`config.mk`:
```
export PLATFORM = sky130hd
export DESIGN_NAME = hazard_ctrl
export DESIGN_NICKNAME = d
export VERILOG_FILES = /design/src/rtl/hazard_pkg.sv /design/src/rtl/fwd_pick.sv /design/src/rtl/hazard_ctrl.sv
export SDC_FILE = /design/constraint.sdc
export NUM_CORES = 1
export LEC_CHECK = 0
export CAP_MARGIN = 0
export CORE_MARGIN = 3
export CORE_UTILIZATION = 45
export CTS_CLUSTER_SIZE = 20
export DETAILED_ROUTE_END_ITERATION = 8
export HOLD_SLACK_MARGIN = 0.1
export PLACE_DENSITY = 0.76
export SETUP_SLACK_MARGIN = 0.1
export SYNTH_ARGS = -nofsm -noshare
export SYNTH_HDL_FRONTEND = slang
export SYNTH_SLANG_ARGS = --single-unit
```
`constraint.sdc`:
```
create_clock -name clk -period 5.4 [get_ports clk]
set_clock_uncertainty 0.05 [all_clocks]
set_input_delay 0.81 -clock clk [delete_from_list [all_inputs] [get_ports clk]]
set_output_delay 0.81 -clock clk [all_outputs]
set_load 0.01 [all_outputs]
```
`src/rtl/hazard_pkg.sv`:
```
// Shared types for the hazard/forwarding controller: writeback and forward
// select encodings, the in-flight destination tag and its match rule.
package hazard_pkg;

    localparam int TAG_RW = 5;

    typedef enum logic [1:0] {
        WB_LOAD = 2'd0,
        WB_ALU  = 2'd1,
        WB_PC   = 2'd2
    } wbsel_e;

    typedef enum logic [1:0] {
        FWD_REG = 2'd0,
        FWD_WB  = 2'd1,
        FWD_MEM = 2'd2,
        FWD_PC  = 2'd3
    } fwdsel_e;

    typedef struct packed {
        logic              valid;
        logic [TAG_RW-1:0] rd;
        logic              regwen;
        wbsel_e            wbsel;
    } tag_t;

    localparam tag_t TAG_INVALID = '{valid: 1'b0, rd: '0, regwen: 1'b0, wbsel: WB_LOAD};

    // x0 is hardwired to zero, so a write to it never produces a forwardable value.
    function automatic logic tag_hit(input tag_t t, input logic [TAG_RW-1:0] rs,
                                     input logic use_rs);
        return t.valid && t.regwen && (t.rd == rs) && (rs != '0) && use_rs;
    endfunction

endpackage

```
`src/rtl/fwd_pick.sv`:
```
// Per-operand forwarding decision for the instruction in ID, looking at the
// producers currently in the EX and MEM tag slots.
module fwd_pick
    import hazard_pkg::*;
(
    input  logic [TAG_RW-1:0] i_rs,
    input  logic              i_use,
    input  tag_t              i_ex_tag,
    input  tag_t              i_mem_tag,
    output fwdsel_e           o_fwdsel,
    output logic              o_pcsel,
    output logic              o_load_hazard
);

    logic w_hit_ex;
    logic w_hit_mem;

    assign w_hit_ex  = tag_hit(i_ex_tag, i_rs, i_use);
    assign w_hit_mem = tag_hit(i_mem_tag, i_rs, i_use);

    // The EX-slot producer is the youngest writer, so it shadows the MEM slot.
    always_comb begin
        o_fwdsel      = FWD_REG;
        o_pcsel       = 1'b0;
        o_load_hazard = 1'b0;
        if (w_hit_ex) begin
            case (i_ex_tag.wbsel)
                WB_ALU:  o_fwdsel = FWD_MEM;
                WB_PC:   o_fwdsel = FWD_PC;
                WB_LOAD: o_load_hazard = 1'b1;
                default: o_fwdsel = FWD_REG;
            endcase
        end else if (w_hit_mem) begin
            if (i_mem_tag.wbsel == WB_PC) begin
                o_fwdsel = FWD_PC;
                o_pcsel  = 1'b1;
            end else begin
                o_fwdsel = FWD_WB;
            end
        end
    end

endmodule

```
`src/rtl/hazard_ctrl.sv`:
```
// Pipeline hazard controller: tracks EX/MEM/WB destination tags, produces
// registered EX forwarding selects and combinational stall/flush/bubble controls.
module hazard_ctrl
    import hazard_pkg::*;
#(
    parameter int REG_W = TAG_RW,
    parameter int CNT_W = 32
) (
    input  logic             clk,
    input  logic             rst,
    input  logic             id_valid,
    input  logic [REG_W-1:0] id_rs1,
    input  logic [REG_W-1:0] id_rs2,
    input  logic             id_use_rs1,
    input  logic             id_use_rs2,
    input  logic [REG_W-1:0] id_rd,
    input  logic             id_regwen,
    input  logic [1:0]       id_wbsel,
    input  logic             ex_redirect,
    output logic [1:0]       fwdselA,
    output logic [1:0]       fwdselB,
    output logic             pcselA,
    output logic             pcselB,
    output logic             stall_if,
    output logic             stall_id,
    output logic             flush_id,
    output logic             bubble_ex,
    output logic [CNT_W-1:0] stall_count,
    output logic [CNT_W-1:0] flush_count
);

    tag_t             r_ex_tag;
    tag_t             r_mem_tag;
    tag_t             r_wb_tag;
    fwdsel_e          r_fwdsel_a;
    fwdsel_e          r_fwdsel_b;
    logic             r_pcsel_a;
    logic             r_pcsel_b;
    logic [CNT_W-1:0] r_stall_count;
    logic [CNT_W-1:0] r_flush_count;

    tag_t    w_id_tag;
    fwdsel_e w_fwdsel_a;
    fwdsel_e w_fwdsel_b;
    logic    w_pcsel_a;
    logic    w_pcsel_b;
    logic    w_haz_a;
    logic    w_haz_b;
    logic    w_load_use;
    logic    w_stall;
    logic    w_bubble;

    assign w_id_tag = '{valid: id_valid, rd: id_rd, regwen: id_regwen, wbsel: wbsel_e'(id_wbsel)};

    fwd_pick u_pick_a (
        .i_rs          (id_rs1),
        .i_use         (id_use_rs1),
        .i_ex_tag      (r_ex_tag),
        .i_mem_tag     (r_mem_tag),
        .o_fwdsel      (w_fwdsel_a),
        .o_pcsel       (w_pcsel_a),
        .o_load_hazard (w_haz_a)
    );

    fwd_pick u_pick_b (
        .i_rs          (id_rs2),
        .i_use         (id_use_rs2),
        .i_ex_tag      (r_ex_tag),
        .i_mem_tag     (r_mem_tag),
        .o_fwdsel      (w_fwdsel_b),
        .o_pcsel       (w_pcsel_b),
        .o_load_hazard (w_haz_b)
    );

    // Controls are held quiet while rst is asserted; a redirect overrides any stall.
    assign w_load_use = ~rst & id_valid & (w_haz_a | w_haz_b);
    assign w_stall    = w_load_use & ~ex_redirect;
    assign w_bubble   = ~rst & (ex_redirect | w_load_use | ~id_valid);

    assign stall_if  = w_stall;
    assign stall_id  = w_stall;
    assign flush_id  = ~rst & ex_redirect;
    assign bubble_ex = w_bubble;

    always_ff @(posedge clk) begin
        if (rst) begin
            r_ex_tag      <= TAG_INVALID;
            r_mem_tag     <= TAG_INVALID;
            r_wb_tag      <= TAG_INVALID;
            r_fwdsel_a    <= FWD_REG;
            r_fwdsel_b    <= FWD_REG;
            r_pcsel_a     <= 1'b0;
            r_pcsel_b     <= 1'b0;
            r_stall_count <= '0;
            r_flush_count <= '0;
        end else begin
            r_wb_tag  <= r_mem_tag;
            r_mem_tag <= r_ex_tag;
            r_ex_tag  <= w_bubble ? TAG_INVALID : w_id_tag;
            if (w_bubble) begin
                r_fwdsel_a <= FWD_REG;
                r_fwdsel_b <= FWD_REG;
                r_pcsel_a  <= 1'b0;
                r_pcsel_b  <= 1'b0;
            end else begin
                r_fwdsel_a <= w_fwdsel_a;
                r_fwdsel_b <= w_fwdsel_b;
                r_pcsel_a  <= w_pcsel_a;
                r_pcsel_b  <= w_pcsel_b;
            end
            if (w_stall && (r_stall_count != '1))
                r_stall_count <= r_stall_count + 1'b1;
            if (ex_redirect && (r_flush_count != '1))
                r_flush_count <= r_flush_count + 1'b1;
        end
    end

    assign fwdselA     = r_fwdsel_a;
    assign fwdselB     = r_fwdsel_b;
    assign pcselA      = r_pcsel_a;
    assign pcselB      = r_pcsel_b;
    assign stall_count = r_stall_count;
    assign flush_count = r_flush_count;

    // The WB slot is never forwarded from (write-first register file); it is
    // kept for pipeline bookkeeping and must come out of reset empty.
    a_wb_clear: assert property (@(posedge clk) rst |=> (r_wb_tag == TAG_INVALID));

endmodule

```
==> insert_results.sql, run 1 <==
INSERT INTO impl_metrics (metric_group, metric, value, unit) VALUES
('setup_path', 'timing.rr.start', 'stall_count[0]', ''),
('synthesis', 'main_combinational_cell_family_by_area_after_synthesis', 'simple AND/OR/NAND/NOR gates', ''),
('floorplan', 'coreArea', '8976', 'um2'),
('sta', 'max_slew_margin', '28.93', '%'),
('run', 'max_cap_viol_count', '0', ''),
('clock_network', 'clock_pin_slew_worst_setup_and_hold_paths', '0.08', 'ns'),
('drt', 'wire_length_reported_by_the_detailed_router', '10700', 'um'),
('sta', 'final_critical_period', '4.219', 'ns'),
('synthesis', 'synth_warnings', '0', ''),
('drt', 'met2_length', '5124', 'um'),
('power', 'leakage', '1.790', 'nW'),
('grt', 'antenna_found_initial', '0', ''),
('synthesis', 'netlist_instances', '492', ''),
('setup_path', 'reg2regPathDepth', '6', ''),
('synthesis', 'synth_mux_area_share', '2.341', '%'),
('layout', 'area_growth_syn_to_layout', '28.76', '%'),
('clock_network', 'postCtsResizedCells', '0', ''),
('setup_path', 'timing_worst_setup_path_type', 'primary input to output port', ''),
('setup_path', 'worstSetupEndpoint', 'bubble_ex', ''),
('power', 'power.density_cell_area', '215.4', 'nW/um2'),
('sta', 'setup-violations-final', '0', ''),
('synthesis', 'synth_edf_count', '0', ''),
('clock_network', 'clock_path_buffers', '2', ''),
('synthesis', 'synth-async-reset-ratio', '0', '%'),
('synthesis', 'netlist_area_before_placement', '4277', 'um2'),
('drt', 'detail_route.vias_per_cell', '5.670', ''),
('drt', 'wl_met3', '604', 'um'),
('synthesis', 'post_synth_and_or_nand_nor_area_fraction', '31.28', '%'),
('sta', 'final.period_utilization', '78.14', '%'),
('synthesis', 'ys_seq_elements', '88', ''),
('grt', 'grt_overflow_total', '0', ''),
('worst_hold_path', 'min-delay-path-class', 'flip-flop to flip-flop', ''),
('clock_network', 'worstSkewPairLatency', '0.36', 'ns'),
('drt', 'count_of_vias_placed_by_the_detailed_router', '4037', ''),
('floorplan', 'die_height', '103.5', 'um'),
('setup_path', 'critPathArrivalTime', '3.36', 'ns'),
('grt', 'grt_util_all_layers', '20.46', '%'),
('layout', 'diodes', '0', ''),
('sta', 'hold_ws', '0.4167', 'ns'),
('clock_network', 'cts_max_level', '3', ''),
('sta', 'report.final.slew_viol_count', '0', ''),
('synthesis', 'postSynthAreaPerCell', '8.692', 'um2'),
('synthesis', 'synth_cell_types', '49', ''),
('synthesis', 'xor_and_xnor_fraction_of_the_mapped_netlist_area', '9.216', '%'),
('placed_design', 'port-buffer-count', '97', ''),
('sta', 'final-hold-violation-count', '0', ''),
('layout', 'post_route_cells_drive_above_1_share', '6.826', '%'),
('clock_network', 'cts_setup_buffers', '0', ''),
('setup_path', 'crit_path_end_kind', 'output port', ''),
('setup_path', 'data_required_time_at_the_worst_endpoint', '4.54', 'ns'),
('drt', 'routedLengthMet1', '4846', 'um'),
('floorplan', 'start_util', '47.64', '%'),
('sta', 'rsz0062_at_grt', 'false', ''),
('setup_path', 'critical_path_launch_point', 'id_rs1[1]', ''),
('run_status', 'run_status', 'finished, final reports clean', ''),
('setup_path', 'rr_endpoint', 'stall_count[13]', ''),
('drt', 'first_pass_iters', '5', ''),
('floorplan', 'i_o_pin_cnt', '98', ''),
('floorplan', 'die_w', '103.5', 'um'),
('clock_network', 'inserted_clock_buffers', '9', ''),
('layout', 'multi_input_area', '2365', 'um2'),
('drt', 'detailed_router_s_first_iteration_violation_count', '217', ''),
('drt', 'drtAntennaViolNets', '0', ''),
('layout', 'nNetsFinal', '609', ''),
('layout', 'final_cell_mix', 'clkdlybuf4s50_1 (96), dfxtp_1 (88), nor2_1 (54), nand4_1 (33), nand3_1 (31)', ''),
('power', 'power.ir.vdd_worst', '144.9', 'uV'),
('synthesis', 'ys.flop_type', 'dfxtp_1', ''),
('clock_network', 'root_buffer', 'clkbuf_8', ''),
('sta', 'achievable-frequency', '237.0', 'MHz'),
('sta', 'fin_tns_setup', '0', 'ns'),
('drt', 'topRoutingLayerUsed', 'met4', '');
through the flow:
stage	std cells	setup slack, ns	utilization (%)	cell area [um2]	power [mW]
finish	712	1.181	61.35	5507	1.186
detailed placement	696	1.206	59.12	5306	0.7368
CTS	712	1.200	61.35	5507	1.198
global placement	696	1.294	59.12	5306	0.7352
global route	712	1.064	61.35	5507	1.228
floorplan	492	2.231	-	4277	0.7033
Yosys cell counts, drive strengths merged, types with 2 or more instances:
cell type  instances  area [um2]
o31ai              8       60.06
buf                9       63.81
mux2               7       90.08
o31a               4       35.03
nor2              54       202.7
o41ai              2       17.52
and2               3       18.77
inv               11       41.29
nand3             31       155.2
nor3              12       87.58
and4               4       35.03
clkbuf            12       45.04
dfxtp             88        1762
o21a               4       30.03
o21ai             20       107.6
nand2             29       108.9
o211ai             2       33.78
nand4             33       206.5
xor2              26       227.7
ha                 4       50.05
nor4              15       125.1
or3               13       81.33
nor2b             14       87.58
and3              16       100.1
a21oi             28       140.1
xnor2             19       166.4
or2                2       12.51
or4               13       97.59
power by group:
| part | leakage, nW | switching [mW] | internal, mW |
|---|---|---|---|
| clock network | 0.0966 | 0.246 | 0.218 |
| registers | 0.710 | 0.00511 | 0.653 |
| logic | 0.983 | 0.0327 | 0.0311 |
| total | 1.79 | 0.284 | 0.902 |
kinds of logic (layout without fill, tap and decap cells):
logic type,Yosys count,after routing
compound gates,74,74
flops,88,88
simple gates,241,241
buf+inv,32,126
fa+ha+maj,4,4
xor+xnor,45,45
mux,8,8
registers in the layout, summed over array words and instances, names as in the netlist:
| register | count |
|---|---|
| r_mem_tag | 9 |
| fwdselA | 2 |
| pcselA | 1 |
| r_ex_tag | 9 |
| stall_count | 32 |
| flush_count | 32 |
| pcselB | 1 |
| fwdselB | 2 |
final cells by class:
type / count / share of cell area [%]
clock inverters: 7 / 1.386
repair buffers: 99 / 17.81
flip-flops and latches: 88 / 31.99
inverters: 11 / 0.7498
multi-input cells: 372 / 42.94
well taps: 126 / 2.863
clock buffers: 9 / 2.249
worst min-delay path by stage:
stage                startpoint      endpoint  slack, ns  depth (start not counted)
detailed placement  r_ex_tag[1]  r_mem_tag[1]       0.41                          2
CTS                 r_ex_tag[1]  r_mem_tag[1]       0.42                          2
finish              r_ex_tag[1]  r_mem_tag[1]       0.42                          2
floorplan           r_ex_tag[1]  r_mem_tag[1]       0.39                          2
global placement    r_ex_tag[1]  r_mem_tag[1]       0.40                          2
global route        r_ex_tag[1]  r_mem_tag[1]       0.46                          2
per-layer routing:
| layer | up-vias | track usage, % |
|---|---|---|
| li1 | 1973 | - |
| met4 | 0 | 7.669 |
| met3 | 10 | 3.689 |
| met5 | - | 0 |
| met1 | 1928 | 27.34 |
| met2 | 126 | 32.99 |
critical path, stage by stage:
cell             delay [ns]
clkdlybuf4s50_1        0.49
or4_1                  0.56
o21ai_2                0.21
nor3_4                 0.10
o21ai_1                0.46
a31oi_1                0.20
clkdlybuf4s50_1        0.52
Note: power is estimated with default switching activity, not from simulation.
==> run 2, diff against run 1 <==
==> constraint.sdc (replaced) <==
create_clock -name clk -period 4.4 [get_ports clk]
set_clock_uncertainty 0.05 [all_clocks]
set_input_delay 0.66 -clock clk [delete_from_list [all_inputs] [get_ports clk]]
set_output_delay 0.66 -clock clk [all_outputs]
set_load 0.01 [all_outputs]
==> run 2 against run 1 <==
Die area is the same; design area grew 0.30%; largest power group unchanged; clock-buffer cell count grew 4; power grew 22%; sequential share of layout area shrank 0.094 points; global-route usage grew 0.44 points; non-clock buffer count grew 2; first-iteration DRC count grew 3.2%; sequential cell count is the same; critical path depth grew 1; core utilization grew 0.18 points.
==> insert_results.sql, run 2 (same netlist as run 1, synthesis figures left out) <==
INSERT INTO impl_metrics (metric_group, metric, value, unit) VALUES
('floorplan', 'start_util', '47.64', '%'),
('setup_path', 'timing_worst_setup_path_type', 'primary input to output port', ''),
('sta', 'report.final.slew_viol_count', '0', ''),
('floorplan', 'die_height', '103.5', 'um'),
('run', 'max_cap_viol_count', '0', ''),
('setup_path', 'cp_slowest_stage_delay', '0.57', 'ns'),
('placed_design', 'gp_congestion', '0.8174', ''),
('clock_network', 'clock_pin_slew_worst_setup_and_hold_paths', '0.08', 'ns'),
('floorplan', 'coreArea', '8976', 'um2'),
('floorplan', 'dieArea', '10710', 'um2'),
('sta', 'tightest_slew', '1.011', 'ns'),
('sta', 'setup-violations-final', '0', ''),
('drt', 'route.detailed.drc', '0', ''),
('sta', 'final.period_utilization', '84.60', '%'),
('layout', 'layout.filler_cells', '807', ''),
('layout', 'nNetsFinal', '611', ''),
('placed_design', 'place.detailed.hpwl', '7631', 'um'),
('clock_network', 'clock_path_buffers', '2', ''),
('clock_network', 'root_buffer', 'clkbuf_8', ''),
('setup_path', 'cpMostUsedCell', 'clkdlybuf4s50_1', ''),
('run_status', 'run_status', 'finished, final reports clean', ''),
('power', 'power.density_cell_area', '261.2', 'nW/um2'),
('placed_design', 'port-buffer-count', '97', ''),
('clock_network', 'cts.sinks', '88', ''),
('setup_path', 'crit_path_start_kind', 'primary input', ''),
('grt', 'antenna_found_initial', '0', ''),
('clock_network', 'cts_setup_buffers', '0', ''),
('grt', 'maximum_number_of_pins_on_one_net_before_global_route_repair', '49', ''),
('power', 'leakage', '1.809', 'nW'),
('clock_network', 'inserted_clock_buffers', '9', ''),
('layout', 'post_route_cells_drive_above_1_share', '7.143', '%'),
('grt', 'grt_overflow_total', '0', ''),
('layout', 'area.sequential', '1762', 'um2'),
('sta', 'final_critical_period', '3.722', 'ns'),
('sta', 'final-hold-violation-count', '0', ''),
('sta', 'rsz0062_at_grt', 'false', ''),
('layout', 'diodes', '0', ''),
('worst_hold_path', 'min-delay-path-class', 'flip-flop to flip-flop', ''),
('setup_path', 'crit_path_end_kind', 'output port', ''),
('sta', 'achievable-frequency', '268.6', 'MHz'),
('layout', 'area_growth_syn_to_layout', '29.14', '%'),
('setup_path', 'worstPathMaxFanout', '10', ''),
('setup_path', 'data_required_time_at_the_worst_endpoint', '3.69', 'ns'),
('drt', 'detailed_router_s_first_iteration_violation_count', '224', ''),
('setup_path', 'critical_path.cell_chain', 'clkdlybuf4s50_1 > xnor2_1 > nand4_1 > nor3_4 > o21ai_1 > buf_4 > a31oi_1 > clkdlybuf4s50_1', ''),
('setup_path', 'critPathSlowestCell', 'clkdlybuf4s50_1', ''),
('drt', 'drtAntennaViolNets', '0', ''),
('floorplan', 'i_o_pin_cnt', '98', ''),
('clock_network', 'postCtsResizedCells', '0', ''),
('power', 'power.ir.vdd_worst', '222.9', 'uV'),
('floorplan', 'std_cell_rows', '34', ''),
('clock_network', 'clock_tree_from_tritoncts', 'built', ''),
('layout', 'final_cell_mix', 'clkdlybuf4s50_1 (96), dfxtp_1 (88), nor2_1 (54), nand4_1 (33), nand3_1 (31)', ''),
('drt', 'count_of_vias_placed_by_the_detailed_router', '4025', ''),
('clock_network', 'worstSkewPairLatency', '0.35', 'ns'),
('sta', 'max_slew_margin', '32.62', '%'),
('grt', 'grt_first_pass_wirelength', '17960', 'um'),
('grt', 'first_global_vias', '3775', ''),
('layout', 'mostFrequentLayoutCell', 'clkdlybuf4s50_1', ''),
('grt', 'grt_util_all_layers', '20.89', '%'),
('clock_network', 'holdBufCountCts', '0', ''),
('drt', 'wire_length_reported_by_the_detailed_router', '10740', 'um'),
('drt', 'first_pass_iters', '4', ''),
('layout', 'multi_input_area', '2365', 'um2'),
('setup_path', 'critPathArrivalTime', '3.01', 'ns'),
('layout', 'fin_util', '61.53', '%'),
('drt', 'detail_route.vias_per_cell', '5.637', ''),
('clock_network', 'cts_max_level', '3', ''),
('drt', 'routed_wire_length_per_instance', '15.05', 'um'),
('floorplan', 'die_w', '103.5', 'um'),
('sta', 'fin_tns_setup', '0', 'ns');
-- run 2: cell types whose count changed in the layout (fill, tap and decap cells not counted), sizes merged --
cell,previous run,this run
inv,14,12
clkinvlp,2,0
clkinv,1,2
bufinv,1,0
clkbuf,9,13
buf,3,5
-- run 2: through the flow --
step           hold slack [ns]  setup slack [ns]  std cells  area (um2)  power (mW)
3_5_place_dp            0.4136            0.6368        698        5321      0.9055
5_1_grt                 0.4645            0.5130        714        5523       1.505
3_3_place_gp            0.4019            0.7851        698        5321      0.9032
6_report                0.4182            0.6776        714        5523       1.443
2_1_floorplan           0.3877             1.531        492        4277      0.8632
4_1_cts                 0.4255            0.6449        714        5523       1.462
-- run 2: path summary, 6_finish.rpt --
check | start | to | slack, ns | cells past startpoint
min reg2reg | r_ex_tag[1] | r_mem_tag[1] | 0.42 | 2
max | id_rs1[0] | bubble_ex | 0.68 | 8
max reg2reg | stall_count[0] | stall_count[23] | 1.60 | 6
min | r_ex_tag[1] | r_mem_tag[1] | 0.42 | 2
-- run 2: where the power goes --
group / switching, mW / leakage, nW / internal (mW)
logic: 0.0403 / 0.992 / 0.0388
registers: 0.00648 / 0.710 / 0.801
clock network: 0.286 / 0.106 / 0.270
total: 0.333 / 1.81 / 1.11
-- run 2: worst max-delay path, delay by kind of cell --
family	cells	cell delay, ns
xor gates and xnor gates	1	0.15
AOI/OAI and AO/OA	2	0.32
and+or+nand+nor	2	0.58
buffers and inverters	3	1.30
-- run 2: cell type report --
class / instances / area share, %
well taps: 126 / 2.855
inverters: 11 / 0.7476
clock buffers: 13 / 3.240
clock inverters: 3 / 0.4078
multi-input cells: 372 / 42.82
flip-flops and latches: 88 / 31.90
repair buffers: 101 / 18.03
-- run 2: metal layers --
layer	GRT usage (%)	wire, um	vias to the layer above
met2	31.37	4882	130
met5	0	0	-
li1	-	-	1975
met1	29.80	5107	1908
met4	8.267	155	0
met3	3.689	599	12
==> run 3, diff against run 2 <==
==> constraint.sdc (replaced) <==
create_clock -name clk -period 3.8 [get_ports clk]
set_clock_uncertainty 0.05 [all_clocks]
set_input_delay 0.57 -clock clk [delete_from_list [all_inputs] [get_ports clk]]
set_output_delay 0.57 -clock clk [all_outputs]
set_load 0.01 [all_outputs]
==> run 3 against run 2 <==
Cell count grew 0.14%; power grew 20%; setup slack got worse by 0.23 ns; global-route usage decreased by 0.42 points; sequential share of layout area is 0.19 points lower; combinational power is 16% higher; via count fell by 0.27%; die area did not move; critical path type unchanged; critical endpoint is now stall_id; largest power group unchanged.
==> insert_results.sql, run 3 (same netlist as run 1, synthesis figures left out) <==
INSERT INTO impl_metrics (metric_group, metric, value, unit) VALUES
('run_status', 'run_status', 'finished, final reports clean', ''),
('layout', 'layout_cells_excl_fill', '715', ''),
('sta', 'final-hold-violation-count', '0', ''),
('floorplan', 'die_height', '103.5', 'um'),
('worst_hold_path', 'min-delay-path-class', 'flip-flop to flip-flop', ''),
('run', 'max_cap_viol_count', '0', ''),
('setup_path', 'crit_path_start_kind', 'primary input', ''),
('setup_path', 'data_required_time_at_the_worst_endpoint', '3.18', 'ns'),
('clock_network', 'clock_path_buffers', '2', ''),
('drt', 'count_of_vias_placed_by_the_detailed_router', '4014', ''),
('floorplan', 'std_cell_rows', '34', ''),
('sta', 'rsz0062_at_grt', 'false', ''),
('floorplan', 'dieArea', '10710', 'um2'),
('layout', 'mostFrequentLayoutCell', 'clkdlybuf4s50_1', ''),
('sta', 'tightest_slew', '0.8275', 'ns'),
('setup_path', 'worstPathMaxFanout', '6', ''),
('sta', 'setup-violations-final', '0', ''),
('drt', 'first_pass_iters', '5', ''),
('floorplan', 'coreArea', '8976', 'um2'),
('grt', 'grt_util_all_layers', '20.47', '%'),
('grt', 'grt_first_pass_wirelength', '17610', 'um'),
('placed_design', 'gp_congestion', '0.8238', ''),
('sta', 'final.period_utilization', '88.17', '%'),
('setup_path', 'r2r_setup_slack', '1.16', 'ns'),
('layout', 'final_cell_mix', 'clkdlybuf4s50_1 (96), dfxtp_1 (88), nor2_1 (54), nand4_1 (33), nand3_1 (31)', ''),
('grt', 'antenna_found_initial', '0', ''),
('drt', 'wire_length_reported_by_the_detailed_router', '10740', 'um'),
('clock_network', 'cts_max_level', '3', ''),
('layout', 'area_growth_syn_to_layout', '29.90', '%'),
('setup_path', 'worstSetupEndpoint', 'stall_id', ''),
('setup_path', 'crit_path_end_kind', 'output port', ''),
('clock_network', 'worstSkewPairLatency', '0.35', 'ns'),
('drt', 'route.detailed.drc', '0', ''),
('setup_path', 'critical_path.cell_chain', 'clkdlybuf4s50_1 > or4_1 > o21ai_2 > nor3_4 > o211ai_4 > inv_2 > clkdlybuf4s50_1', ''),
('layout', 'post_route_cells_drive_above_1_share', '7.301', '%'),
('drt', 'drtAntennaViolNets', '0', ''),
('setup_path', 'reg2regPathDepth', '7', ''),
('clock_network', 'inserted_clock_buffers', '9', ''),
('grt', 'maximum_number_of_pins_on_one_net_before_global_route_repair', '49', ''),
('clock_network', 'cts_setup_buffers', '0', ''),
('drt', 'detail_route.vias_per_cell', '5.614', ''),
('clock_network', 'postCtsResizedCells', '0', ''),
('sta', 'final_critical_period', '3.351', 'ns'),
('clock_network', 'clock_pin_slew_worst_setup_and_hold_paths', '0.08', 'ns'),
('setup_path', 'cp_slowest_stage_delay', '0.56', 'ns'),
('setup_path', 'cpMostUsedCell', 'clkdlybuf4s50_1', ''),
('floorplan', 'die_w', '103.5', 'um'),
('power', 'power.ir.vdd_worst', '174.0', 'uV'),
('sta', 'report.final.slew_viol_count', '0', ''),
('grt', 'first_global_vias', '3660', ''),
('setup_path', 'path_buf_inv', '3', ''),
('placed_design', 'place.detailed.hpwl', '7738', 'um'),
('sta', 'max_slew_margin', '44.46', '%'),
('sta', 'fin_tns_setup', '0', 'ns'),
('sta', 'achievable-frequency', '298.5', 'MHz'),
('setup_path', 'worstSetupPathDepth', '7', ''),
('drt', 'routed_wire_length_per_instance', '15.02', 'um'),
('setup_path', 'critPathArrivalTime', '2.73', 'ns'),
('setup_path', 'critical_path_launch_point', 'id_rs1[1]', ''),
('clock_network', 'holdBufCountCts', '0', ''),
('floorplan', 'start_util', '47.64', '%'),
('clock_network', 'cts.sinks', '88', ''),
('setup_path', 'critPathSlowestCell', 'or4_1', ''),
('clock_network', 'clock_tree_from_tritoncts', 'built', ''),
('placed_design', 'port-buffer-count', '97', ''),
('layout', 'diodes', '0', ''),
('setup_path', 'timing_worst_setup_path_type', 'primary input to output port', ''),
('grt', 'grt_overflow_total', '0', ''),
('setup_path', 'rr_endpoint', 'stall_count[9]', ''),
('setup_path', 'family_with_the_most_delay_on_the_worst_path', 'buffers and inverters', ''),
('drt', 'detailed_router_s_first_iteration_violation_count', '241', ''),
('power', 'leakage', '1.821', 'nW'),
('floorplan', 'i_o_pin_cnt', '98', ''),
('layout', 'nNetsFinal', '613', ''),
('clock_network', 'root_buffer', 'clkbuf_8', ''),
('setup_path', 'timing.rr.start', 'stall_count[0]', ''),
('placed_design', 'numPlacedInstances', '700', ''),
('worst_hold_path', 'hp-start', 'r_ex_tag[1]', ''),
('power', 'power.density_cell_area', '312.1', 'nW/um2');
[run 3: metal layers]
layer / GRT usage, % / up-vias / part of all wire, %
met5: 0 / - / 0
met2: 31.86 / 126 / 46
met4: 4.283 / 0 / 0.74
li1: - / 1976 / -
met1: 29.33 / 1902 / 47
met3: 4.359 / 10 / 5.7
[run 3: worst min-delay path by stage]
stage                        end  cells past startpoint
finish              r_mem_tag[1]                      2
global route        r_mem_tag[1]                      2
CTS                 r_mem_tag[1]                      2
detailed placement  r_mem_tag[1]                      2
global placement    r_mem_tag[1]                      2
floorplan           r_mem_tag[1]                      2
[run 3: per-stage QoR]
step / setup slack (ns) / instance area (um2) / utilization [%] / power (mW) / hold slack, ns
6_report: 0.4495 / 5555 / 61.89 / 1.734 / 0.4273
5_1_grt: 0.2914 / 5555 / 61.89 / 1.798 / 0.4513
2_1_floorplan: 1.111 / 4277 / - / 0.9995 / 0.3877
4_1_cts: 0.4386 / 5555 / 61.89 / 1.752 / 0.4306
3_5_place_dp: 0.4456 / 5336 / 59.45 / 1.049 / 0.4199
3_3_place_gp: 0.5053 / 5336 / 59.45 / 1.047 / 0.3989
[run 3: worst register-to-register path: stages (launching register included)]
cell and delay (ns):
dfxtp_1 0.42, ha_1 0.27, nand2_1 0.09, nor4_2 0.45, and3_1 0.76, buf_4 0.30, or4_1 0.13, a21oi_1 0.06
[run 3: cell type report]
cell class              count  area (um2)
fillers                   791        3421
multi-input cells         372        2365
flip-flops and latches     88        1762
repair buffers            103        1011
well taps                 126       157.7
clock buffers              10       137.6
clock inverters             5       81.33
inverters                  11       41.29
[run 3: power breakdown]
group | total (mW) | internal (mW) | switching, mW
clock | 0.707 | 0.385 | 0.322
combinational | 0.0917 | 0.0455 | 0.0462
sequential | 0.935 | 0.928 | 0.00741
total | 1.73 | 1.36 | 0.376
